===== config.mk =====
export PLATFORM = sky130hd
export DESIGN_NAME = video_mode_ctrl_flat
export DESIGN_NICKNAME = d
export VERILOG_FILES = /design/src/rtl/video_mode_ctrl_pkg.sv /design/src/rtl/video_mode_ctrl_if.sv /design/src/rtl/video_timing_rom.sv /design/src/rtl/video_mode_ctrl.sv /design/src/flat_wrapper.sv
export SDC_FILE = /design/constraint.sdc
export NUM_CORES = 1
export LEC_CHECK = 0
export ABC_AREA = 1
export BUFFER_PORTS_ARGS = -buffer_cell sky130_fd_sc_hd__buf_2
export CAP_MARGIN = 15
export CORE_MARGIN = 2
export CORE_UTILIZATION = 30
export DETAILED_ROUTE_END_ITERATION = 8
export PLACE_DENSITY = 0.56
export REMOVE_ABC_BUFFERS = 1
export SYNTH_ARGS = -nofsm -noshare
export SYNTH_HDL_FRONTEND = slang
export SYNTH_SLANG_ARGS = --single-unit

===== constraint.sdc =====
create_clock -name pixel_clk -period 2.25 [get_ports pixel_clk]
set_input_delay 0.225 -clock pixel_clk [delete_from_list [all_inputs] [get_ports pixel_clk]]
set_output_delay 0.225 -clock pixel_clk [all_outputs]
set_load 0.01 [all_outputs]

===== src/rtl/video_mode_ctrl_pkg.sv =====
// Shared video timing definitions: mode encodings, per-mode timing sets,
// the mode controller state encoding and a small helper.
package video_timing_pkg;

    typedef enum logic [1:0] {
        MODE_720P = 2'd0,
        MODE_600P = 2'd1,
        MODE_768P = 2'd2,
        MODE_480P = 2'd3
    } mode_e;

    // One complete timing set as driven to the timing driver
    typedef struct packed {
        logic [11:0] h_total;
        logic [11:0] h_sync;
        logic [11:0] h_back;
        logic [11:0] h_disp;
        logic [11:0] v_total;
        logic [11:0] v_sync;
        logic [11:0] v_back;
        logic [11:0] v_disp;
    } timing_t;

    localparam timing_t TIMING_720P = '{
        h_total: 12'd1650, h_sync: 12'd40,  h_back: 12'd220, h_disp: 12'd1280,
        v_total: 12'd750,  v_sync: 12'd5,   v_back: 12'd20,  v_disp: 12'd720
    };
    localparam timing_t TIMING_600P = '{
        h_total: 12'd1056, h_sync: 12'd128, h_back: 12'd88,  h_disp: 12'd800,
        v_total: 12'd628,  v_sync: 12'd4,   v_back: 12'd23,  v_disp: 12'd600
    };
    localparam timing_t TIMING_768P = '{
        h_total: 12'd1344, h_sync: 12'd136, h_back: 12'd160, h_disp: 12'd1024,
        v_total: 12'd806,  v_sync: 12'd6,   v_back: 12'd29,  v_disp: 12'd768
    };
    localparam timing_t TIMING_480P = '{
        h_total: 12'd800,  h_sync: 12'd96,  h_back: 12'd48,  h_disp: 12'd640,
        v_total: 12'd525,  v_sync: 12'd2,   v_back: 12'd33,  v_disp: 12'd480
    };

    // Mode controller states
    localparam logic [2:0] ST_IDLE     = 3'd0;
    localparam logic [2:0] ST_WAIT_EOF = 3'd1;
    localparam logic [2:0] ST_BLANK    = 3'd2;
    localparam logic [2:0] ST_LOAD     = 3'd3;
    localparam logic [2:0] ST_SETTLE   = 3'd4;

    // States in which a missing vsync is treated as a stuck driver
    function automatic logic wd_armed(input logic [2:0] st);
        return (st == ST_WAIT_EOF) || (st == ST_BLANK) || (st == ST_SETTLE);
    endfunction

endpackage


===== src/rtl/video_mode_ctrl_if.sv =====
// Mode-change request handshake between a requester and the mode controller.
interface video_mode_ctrl_if;
    logic       mode_req_valid;
    logic [1:0] mode_req_sel;
    logic       mode_req_ready;

    modport master (output mode_req_valid, output mode_req_sel, input  mode_req_ready);
    modport slave  (input  mode_req_valid, input  mode_req_sel, output mode_req_ready);
endinterface


===== src/rtl/video_timing_rom.sv =====
// Combinational mode -> timing set lookup; shared with the display config path.
module video_timing_rom
    import video_timing_pkg::*;
(
    input  logic [1:0] mode_sel,
    output timing_t    timing
);

    // Table lookup; every 2-bit code maps to a defined mode
    always_comb begin
        timing = TIMING_720P;
        case (mode_sel)
            MODE_720P: timing = TIMING_720P;
            MODE_600P: timing = TIMING_600P;
            MODE_768P: timing = TIMING_768P;
            MODE_480P: timing = TIMING_480P;
        endcase
    end

endmodule


===== src/rtl/video_mode_ctrl.sv =====
// Frame-synchronous video mode controller. Holds the active timing set and
// sequences mode changes at frame boundaries: blank on the old timing, one
// restart cycle loading the new timing, then blank while the new timing settles.
module video_mode_ctrl
    import video_timing_pkg::*;
#(
    parameter logic [1:0]  DEFAULT_MODE  = 2'd0,
    parameter logic [3:0]  BLANK_FRAMES  = 4'd2,
    parameter logic [3:0]  SETTLE_FRAMES = 4'd2,
    parameter logic [31:0] TIMEOUT_CYC   = 32'd2_000_000,
    parameter logic        VS_POL        = 1'b1
)
(
    input  logic               pixel_clk,
    input  logic               sys_rst,
    video_mode_ctrl_if.slave   req,
    input  logic               video_vs,
    output logic [11:0]        h_sync,
    output logic [11:0]        h_back,
    output logic [11:0]        h_disp,
    output logic [11:0]        h_total,
    output logic [11:0]        v_sync,
    output logic [11:0]        v_back,
    output logic [11:0]        v_disp,
    output logic [11:0]        v_total,
    output logic [1:0]         mode_cur,
    output logic               driver_rst,
    output logic               blank,
    output logic               switch_done,
    output logic               err_timeout,
    output logic [15:0]        frame_cnt
);

    logic [2:0]  state, state_nxt;
    logic [3:0]  cnt, cnt_nxt;
    logic        done_nxt;
    logic [1:0]  pend;
    logic [31:0] wd_cnt;
    logic        vs_act, vs_act_q, vs_edge;
    logic        wd_hit, frm_edge, accept;
    logic [1:0]  rom_sel;
    timing_t     rom_tmg;
    timing_t     tmg_q;

    // Frame edge detect on the configured vsync polarity
    assign vs_act  = (video_vs == VS_POL);
    assign vs_edge = vs_act & ~vs_act_q;

    // Previous vsync level; kept running through reset so no false edge follows it
    always_ff @(posedge pixel_clk) begin
        vs_act_q <= vs_act;
    end

    // A stalled vsync while sequencing is replaced by a synthetic edge
    assign wd_hit   = wd_armed(state) && (wd_cnt >= TIMEOUT_CYC - 32'd1);
    assign frm_edge = vs_edge | wd_hit;

    assign req.mode_req_ready = (state == ST_IDLE);
    assign accept             = req.mode_req_valid & req.mode_req_ready;
    assign blank              = (state != ST_IDLE);

    // During reset the default mode is looked up, otherwise the pending one
    assign rom_sel = sys_rst ? DEFAULT_MODE : pend;

    video_timing_rom u_rom (
        .mode_sel (rom_sel),
        .timing   (rom_tmg)
    );

    // Sequencer next-state: frame counting in BLANK/SETTLE, one-cycle LOAD
    always_comb begin
        state_nxt = state;
        cnt_nxt   = cnt;
        done_nxt  = 1'b0;
        case (state)
            ST_IDLE: begin
                if (accept) begin
                    if (req.mode_req_sel == mode_cur) done_nxt = 1'b1;
                    else                              state_nxt = ST_WAIT_EOF;
                end
            end
            ST_WAIT_EOF: begin
                if (frm_edge) begin
                    state_nxt = ST_BLANK;
                    cnt_nxt   = 4'd0;
                end
            end
            ST_BLANK: begin
                if (frm_edge) begin
                    if (cnt == BLANK_FRAMES - 4'd1) state_nxt = ST_LOAD;
                    else                            cnt_nxt   = cnt + 4'd1;
                end
            end
            ST_LOAD: begin
                state_nxt = ST_SETTLE;
                cnt_nxt   = 4'd0;
            end
            ST_SETTLE: begin
                if (frm_edge) begin
                    if (cnt == SETTLE_FRAMES - 4'd1) begin
                        state_nxt = ST_IDLE;
                        done_nxt  = 1'b1;
                    end else begin
                        cnt_nxt = cnt + 4'd1;
                    end
                end
            end
            default: begin
                state_nxt = ST_SETTLE;
                cnt_nxt   = 4'd0;
            end
        endcase
    end

    // Sequencer state, completion pulse and driver restart
    always_ff @(posedge pixel_clk) begin
        if (sys_rst) begin
            state       <= ST_SETTLE;
            cnt         <= 4'd0;
            switch_done <= 1'b0;
            driver_rst  <= 1'b1;
        end else begin
            state       <= state_nxt;
            cnt         <= cnt_nxt;
            switch_done <= done_nxt;
            driver_rst  <= (state_nxt == ST_LOAD);
        end
    end

    // Pending mode capture and timing register; timing only moves in LOAD
    always_ff @(posedge pixel_clk) begin
        if (sys_rst) begin
            pend     <= DEFAULT_MODE;
            mode_cur <= DEFAULT_MODE;
            tmg_q    <= rom_tmg;
        end else begin
            if (accept && (req.mode_req_sel != mode_cur)) pend <= req.mode_req_sel;
            if (state == ST_LOAD) begin
                mode_cur <= pend;
                tmg_q    <= rom_tmg;
            end
        end
    end

    // Watchdog, sticky timeout flag and free-running frame counter
    always_ff @(posedge pixel_clk) begin
        if (sys_rst) begin
            wd_cnt      <= 32'd0;
            err_timeout <= 1'b0;
            frame_cnt   <= 16'd0;
        end else begin
            if ((state == ST_IDLE) || vs_edge || wd_hit) wd_cnt <= 32'd0;
            else                                         wd_cnt <= wd_cnt + 32'd1;
            if (wd_hit)      err_timeout <= 1'b1;
            else if (accept) err_timeout <= 1'b0;
            if (vs_edge) frame_cnt <= frame_cnt + 16'd1;
        end
    end

    assign h_total = tmg_q.h_total;
    assign h_sync  = tmg_q.h_sync;
    assign h_back  = tmg_q.h_back;
    assign h_disp  = tmg_q.h_disp;
    assign v_total = tmg_q.v_total;
    assign v_sync  = tmg_q.v_sync;
    assign v_back  = tmg_q.v_back;
    assign v_disp  = tmg_q.v_disp;

endmodule


===== src/flat_wrapper.sv =====
// flat-port wrapper written by rule: the top's interface ports become plain ports
module video_mode_ctrl_flat import video_timing_pkg::*;
#(
    parameter logic [1:0]  DEFAULT_MODE  = 2'd0,
    parameter logic [3:0]  BLANK_FRAMES  = 4'd2,
    parameter logic [3:0]  SETTLE_FRAMES = 4'd2,
    parameter logic [31:0] TIMEOUT_CYC   = 32'd2_000_000,
    parameter logic        VS_POL        = 1'b1
)
  (pixel_clk, sys_rst, video_vs, h_sync, h_back, h_disp, h_total, v_sync, v_back, v_disp, v_total, mode_cur, driver_rst, blank, switch_done, err_timeout, frame_cnt, req_mode_req_valid, req_mode_req_sel, req_mode_req_ready);
  video_mode_ctrl_if req_i ();
  input  logic pixel_clk;
  input  logic sys_rst;
  input  logic video_vs;
  output logic [11:0] h_sync;
  output logic [11:0] h_back;
  output logic [11:0] h_disp;
  output logic [11:0] h_total;
  output logic [11:0] v_sync;
  output logic [11:0] v_back;
  output logic [11:0] v_disp;
  output logic [11:0] v_total;
  output logic [1:0] mode_cur;
  output logic driver_rst;
  output logic blank;
  output logic switch_done;
  output logic err_timeout;
  output logic [15:0] frame_cnt;
  input wire logic [$bits(req_i.mode_req_valid)-1:0] req_mode_req_valid;
  input wire logic [$bits(req_i.mode_req_sel)-1:0] req_mode_req_sel;
  output wire logic [$bits(req_i.mode_req_ready)-1:0] req_mode_req_ready;
  assign req_i.mode_req_valid = req_mode_req_valid;
  assign req_i.mode_req_sel = req_mode_req_sel;
  assign req_mode_req_ready = req_i.mode_req_ready;
  video_mode_ctrl #(.DEFAULT_MODE(DEFAULT_MODE), .BLANK_FRAMES(BLANK_FRAMES), .SETTLE_FRAMES(SETTLE_FRAMES), .TIMEOUT_CYC(TIMEOUT_CYC), .VS_POL(VS_POL)) u_core (.pixel_clk(pixel_clk), .sys_rst(sys_rst), .req(req_i), .video_vs(video_vs), .h_sync(h_sync), .h_back(h_back), .h_disp(h_disp), .h_total(h_total), .v_sync(v_sync), .v_back(v_back), .v_disp(v_disp), .v_total(v_total), .mode_cur(mode_cur), .driver_rst(driver_rst), .blank(blank), .switch_done(switch_done), .err_timeout(err_timeout), .frame_cnt(frame_cnt));
endmodule

==> results of run 1 <==
layout make-up:
cell class              count  area share
well taps                 180     0.04766
clock inverters             4     0.01033
multi-input cells         366      0.4001
inverters                  68     0.05401
flip-flops and latches     76      0.3495
clock buffers              12     0.05428
repair buffers             76     0.08419
synthesized netlist by cell type:
library cell  number
nand2_1           85
buf_4             83
nor2_1            72
dfxtp_1           63
inv_1             60
a21oi_1           25
nand3_1           23
nor3_1            17
xor2_1            14
edfxtp_1          13
nand2_2           11
ha_1              10
o21ai_0            9
inv_2              8
nor2_2             7
nor2_4             7
nand4_1            5
clkbuf_1           4
nor3b_1            4
xnor2_1            4
a31oi_1            3
nand3_2            3
o21a_1             3
a22oi_1            2
buf_2              2
conb_1             2
nor3_4             2
o21ai_1            2
nand4_2            1
nor3_2             1
nor4_4             1
nor4b_1            1
o21bai_1           1
or2_0              1
or2_1              1
or2_2              1
logic make-up (layout without fill, tap and decap cells):
| family | count (synthesis) | in the layout | synth area share |
|---|---|---|---|
| XOR/XNOR | 18 | 18 | 0.03696 |
| flip-flops | 76 | 76 | 0.3872 |
| AO/OA/AOI/OAI | 45 | 45 | 0.05720 |
| buffers and inverters | 157 | 160 | 0.2118 |
| AND/OR/NAND/NOR | 243 | 243 | 0.2757 |
| other | 2 | 50 | 0.001761 |
| adder cells (fa/ha/maj) | 10 | 10 | 0.02933 |
routing by layer:
metal / vias up / track usage / routed length, µm
met5: - / 0 / 0
met4: 0 / 0.03338 / 104
met3: 12 / 0.02998 / 398
met2: 92 / 0.1844 / 3844
met1: 1469 / 0.1217 / 3567
li1: 1682 / - / -
flip-flops by register name, summed over array words and instances, names as in the netlist, 2 cells and up:
name and cells:
u_core.wd_cnt 32, u_core.frame_cnt 16, u_core.cnt 4, u_core.h_sync 4
u_core.v_disp 4, u_core.state 3, u_core.v_back 3, u_core.mode_cur 2
u_core.pend 2
metrics by stage:
step	setup slack (ns)	total power, W	utilization	area (µm²)	hold slack, ns
CTS	0.2948	0.003128	0.3405	4726	0.004283
global placement	0.3717	0.001651	0.3185	4420	0.3480
global route	0.05495	0.003235	0.3405	4726	0.006438
floorplan	0.4040	0.001591	-	3797	0.2527
detailed placement	0.3196	0.001657	0.3185	4420	0.3519
finish	0.3376	0.003098	0.3405	4726	0.009936
worst paths after layout:
path                                     from                                 to  slack (ns)  cells after the start
min reg2reg       u_core.wd_cnt[0]$_SDFF_PP0_        u_core.wd_cnt[0]$_SDFF_PP0_        0.46                      1
min                                  video_vs            u_core.vs_act_q$_DFF_P_        0.01                      1
max          u_core.frame_cnt[0]$_SDFFE_PP0P_  u_core.frame_cnt[14]$_SDFFE_PP0P_        0.34                     11
max reg2reg  u_core.frame_cnt[0]$_SDFFE_PP0P_  u_core.frame_cnt[14]$_SDFFE_PP0P_        0.34                     11
report_power, final:
part / switching, W / internal, W / total, W / leakage, nW
combinational: 0.000143 / 0.0000603 / 0.000203 / 1.20
clock: 0.000551 / 0.000918 / 0.00147 / 0.153
sequential: 0.0000188 / 0.00141 / 0.00143 / 0.623
critical path: stages, from the launching register on:
cell and delay, ns:
dfxtp_1 0.38, ha_1 0.19, inv_1 0.05, nor2_1 0.13
nand3_1 0.11, nor2_1 0.19, nand3_1 0.16, nor2_2 0.18
inv_1 0.09, nor3_2 0.12, xnor2_1 0.13, nor2_1 0.05
==> out/summary.txt, run 1 <==
Synth area leaders: dfxtp_1, buf_4, edfxtp_1
Post-Syn Area: 0.004265 mm²
grt total ovfl: 0
core area: 0.01388 mm²
Final Hold Fails: 0
I/O Pins: 125
critical path arrival: 2.13 ns
gp weighted congestion: 0.8356
Clock transition at path regs: 0.06 ns
HP Class: primary input to flop
first-pass GRT wire length: 12710 µm
fin crit period: 1.912 ns
final slew viol count: 0
Final Cycle Share: 0.8499
Sequential Area: 0.001652 mm²
Clock Tree Buf Depth: 2
Final TNS setup: 0 ns
most frequent cells in the layout: nand2_1, buf_2, nor2_1
Post-Route WL: 7914 µm
initial antenna violation count: 0
First-pass DRT Iterations: 4
Worst Path Max Fanout: 4
worst ir drop on vdd: 339.7 µV
Max Fclk: 522.9 MHz
DIE AREA: 0.01519 mm²
post-synth top area share: 0.2957
remaining antenna violation count after routing: 0
number of gates resized after cts: 0
CTS tree: built
initial core utilization: 0.3073
most common cell after layout, fill and taps aside: nand2_1
outcome: finished, final reports clean
Clock Skew: 0.005906 ns
largest net degree at the start of global routing: 33
multi-input logic area: 0.001891 mm²
area grow syn2layout: 10.79%
Distinct cells, synth: 36
total CTS buffers: 9
clk_lat worst skew: 0.33 ns
layout cells sized above 1: 0.2209
Vias/cell: 4.162
Max-Cap Viols: 0
cell taking the most area after synthesis: dfxtp_1
htree depth: 3
vias in the first global route: 2876
Worst setup SP type: flop
PwrDens: 655.5 mW/mm²
Seq cells post-synth: 76
Worst-Margin Slew: 0.5606 ns
Final Non-Filler Cells: 782
Synth Instances: 551
CP endpoint kind: flop
syn avg cell area: 7.741 µm²
number of diodes: 0
Ys Warns: 0
Filler Cell Count: 1483
Post-CTS Hold Fix Bufs: 0
vias: 3255
routed len/inst: 10.12 µm
Rel. slew slack: 0.6254
register area share after synthesis: 0.3872
Setup violations, final: 0
die width: 123.2 µm
buffers inserted by post-CTS timing repair: 0
Global Route Usage Sum: 0.1046
Post-DP HPWL: 5981 µm
critical setup path kind: flop to flop
Final nets: 613
RSZ-0062 raised after global routing: false
Leak: 1.971 nW
WP data required: 2.46 ns
DIE HEIGHT: 123.2 µm
Placed Cells: 766
detailed-route DRC error count: 0
buffers added on ports: 74
CTS root buffer: clkbuf_16
DRT iter0 DRCs: 154
CTS Sinks: 76
FP Rows: 43
Note: power is estimated with default switching activity, not from simulation.
==> run 2: changes to the inputs <==
Clock period 2.25 ns to 2 ns, I/O delays scaled along.
==> out/summary.txt, run 2 (synthesis gave the netlist of run 1 again) <==
outcome: finished, final reports clean
top flop regs: u_core.wd_cnt (32), u_core.frame_cnt (16)
initial antenna violation count: 0 (unchanged)
routed len/inst: 10.09 µm (-0.34%)
Clock transition at path regs: 0.06 ns (about the same)
initial core utilization: 0.3073 (unchanged)
core area: 0.01388 mm² (unchanged)
Max-Cap Viols: 0 (unchanged)
most frequent cells in the layout: nand2_1, buf_2, nor2_1
DIE AREA: 0.01519 mm² (unchanged)
Worst setup SP type: flop
critical setup path kind: flop to flop
Post-Route WL: 7978 µm (+0.81%)
die width: 123.2 µm (unchanged)
HP Class: primary input to flop
CP endpoint kind: flop
fin crit period: 1.898 ns (-0.01404 ns)
Hold Slack: 0.1526 ns (+0.1427 ns)
Global Route Usage Sum: 0.1073 (+0.002712)
critical path arrival: 2.12 ns (about the same)
Clock Skew: 0.004379 ns (-0.001527 ns)
total CTS buffers: 9 (unchanged)
CTS Sinks: 76 (unchanged)
FP Rows: 43 (unchanged)
Final TNS setup: 0 ns (unchanged)
number of diodes: 0 (unchanged)
Max Fclk: 526.8 MHz (+0.74%)
DIE HEIGHT: 123.2 µm (unchanged)
Leak: 2.027 nW (+2.8%)
Vias/cell: 4.150 (-0.29%)
Worst-Margin Slew: 0.5660 ns (+0.005403 ns)
Setup violations, final: 0 (unchanged)
first-pass GRT wire length: 13050 µm (+2.7%)
First-pass DRT Iterations: 4 (unchanged)
largest net degree at the start of global routing: 33 (unchanged)
CTS root buffer: clkbuf_16
clk_lat worst skew: 0.33 ns (about the same)
detailed-route DRC error count: 0 (unchanged)
Worst Path Max Fanout: 4 (unchanged)
Final Hold Fails: 0 (unchanged)
Final Cycle Share: 0.9492 (+0.09922)
Post-DP HPWL: 6059 µm (+1.3%)
most common cell after layout, fill and taps aside: nand2_1
Reg with most FFs: u_core.wd_cnt
final slew viol count: 0 (unchanged)
I/O Pins: 125 (unchanged)
worst ir drop on vdd: 532.5 µV (+57%)
DRT iter0 DRCs: 164 (+6.5%)
Final nets: 622 (+1.5%)
PwrDens: 701.5 mW/mm² (+7.0%)
layout cells sized above 1: 0.2586 (+0.03766)
vias in the first global route: 3021 (+5.0%)
remaining antenna violation count after routing: 0 (unchanged)
vias: 3283 (+0.86%)
max reg flops: 32 (unchanged)
Clock Tree Buf Depth: 2 (unchanged)
buffers added on ports: 74 (unchanged)
area grow syn2layout: 14.34%
grt total ovfl: 0 (unchanged)
gp weighted congestion: 0.8120 (-2.8%)
WP data required: 2.22 ns (-0.24 ns)
htree depth: 3 (unchanged)
CTS tree: built
Rel. slew slack: 0.6218 (-0.003611)
RSZ-0062 raised after global routing: true
-- run 2: cell types whose count changed in the layout (fill, tap and decap cells not counted), sizes merged --
cell	change
buf	+8
clkbuf	-3
clkinv	+1
clkinvlp	+1
dlygate4sd3	+1
inv	+1
-- run 2: repair_timing --
item,CTS,global route
endpoints found under the setup margin,0,15
hold endpoints to repair,1,0
gates resized for setup,0,25
hold buffers,1,0
buffers inserted,0,6
-- run 2: per-stage QoR --
| stage | cell area [µm²] | total power [W] | worst slack, ns | std cells | utilization |
|---|---|---|---|---|---|
| floorplan | 3797 | 0.001790 | 0.1540 | 510 | - |
| global placement | 4436 | 0.001859 | 0.1379 | 768 | 0.3195 |
| detailed placement | 4436 | 0.001864 | 0.07011 | 768 | 0.3195 |
| CTS | 4737 | 0.003463 | 0.05322 | 785 | 0.3413 |
| global route | 4877 | 0.003573 | -0.05008 | 791 | 0.3514 |
| finish | 4877 | 0.003421 | 0.1017 | 791 | 0.3514 |
-- run 2: area by class of cell --
type                    instances  area, µm²
clock buffers                   9      225.2
inverters                      68      255.2
multi-input cells             366       1979
clock inverters                 7      66.31
fillers                      1480       9004
flip-flops and latches         76       1658
repair buffers                 85      467.9
well taps                     180      225.2
-- run 2: final timing paths --
check / startpoint / to / slack [ns] / cells past startpoint
max: u_core.wd_cnt[0]$_SDFF_PP0_ / u_core.wd_cnt[28]$_SDFF_PP0_ / 0.10 / 14
min: req_mode_req_sel[0] / u_core.pend[0]$_SDFFE_PP0P_ / 0.15 / 3
max reg2reg: u_core.wd_cnt[0]$_SDFF_PP0_ / u_core.wd_cnt[28]$_SDFF_PP0_ / 0.10 / 14
min reg2reg: u_core.wd_cnt[0]$_SDFF_PP0_ / u_core.wd_cnt[0]$_SDFF_PP0_ / 0.45 / 1
-- run 2: worst max-delay path: stages (launching register included) --
cell     delay [ns]
dfxtp_4        0.37
ha_4           0.14
nand2_2        0.07
nor2_4         0.12
nand2_2        0.07
inv_2          0.08
nand2_4        0.06
nor2_4         0.18
inv_2          0.07
nor2_4         0.10
nand2_2        0.08
nor2_4         0.16
nand2_2        0.07
o21ai_1        0.15
a21oi_1        0.07
-- run 2: where the power goes --
group,total [W],internal (W),switching [W]
Combinational,0.000230,0.0000715,0.000159
Clock,0.00159,0.000960,0.000626
Sequential,0.00161,0.00158,0.0000224
Total,0.00342,0.00261,0.000807
-- run 2: layer usage --
layer	up-vias	wire, µm	GRT usage
li1	1702	-	-
met5	-	0	0
met4	0	117	0.03835
met2	95	3962	0.1882
met1	1474	3439	0.1230
met3	12	459	0.03229
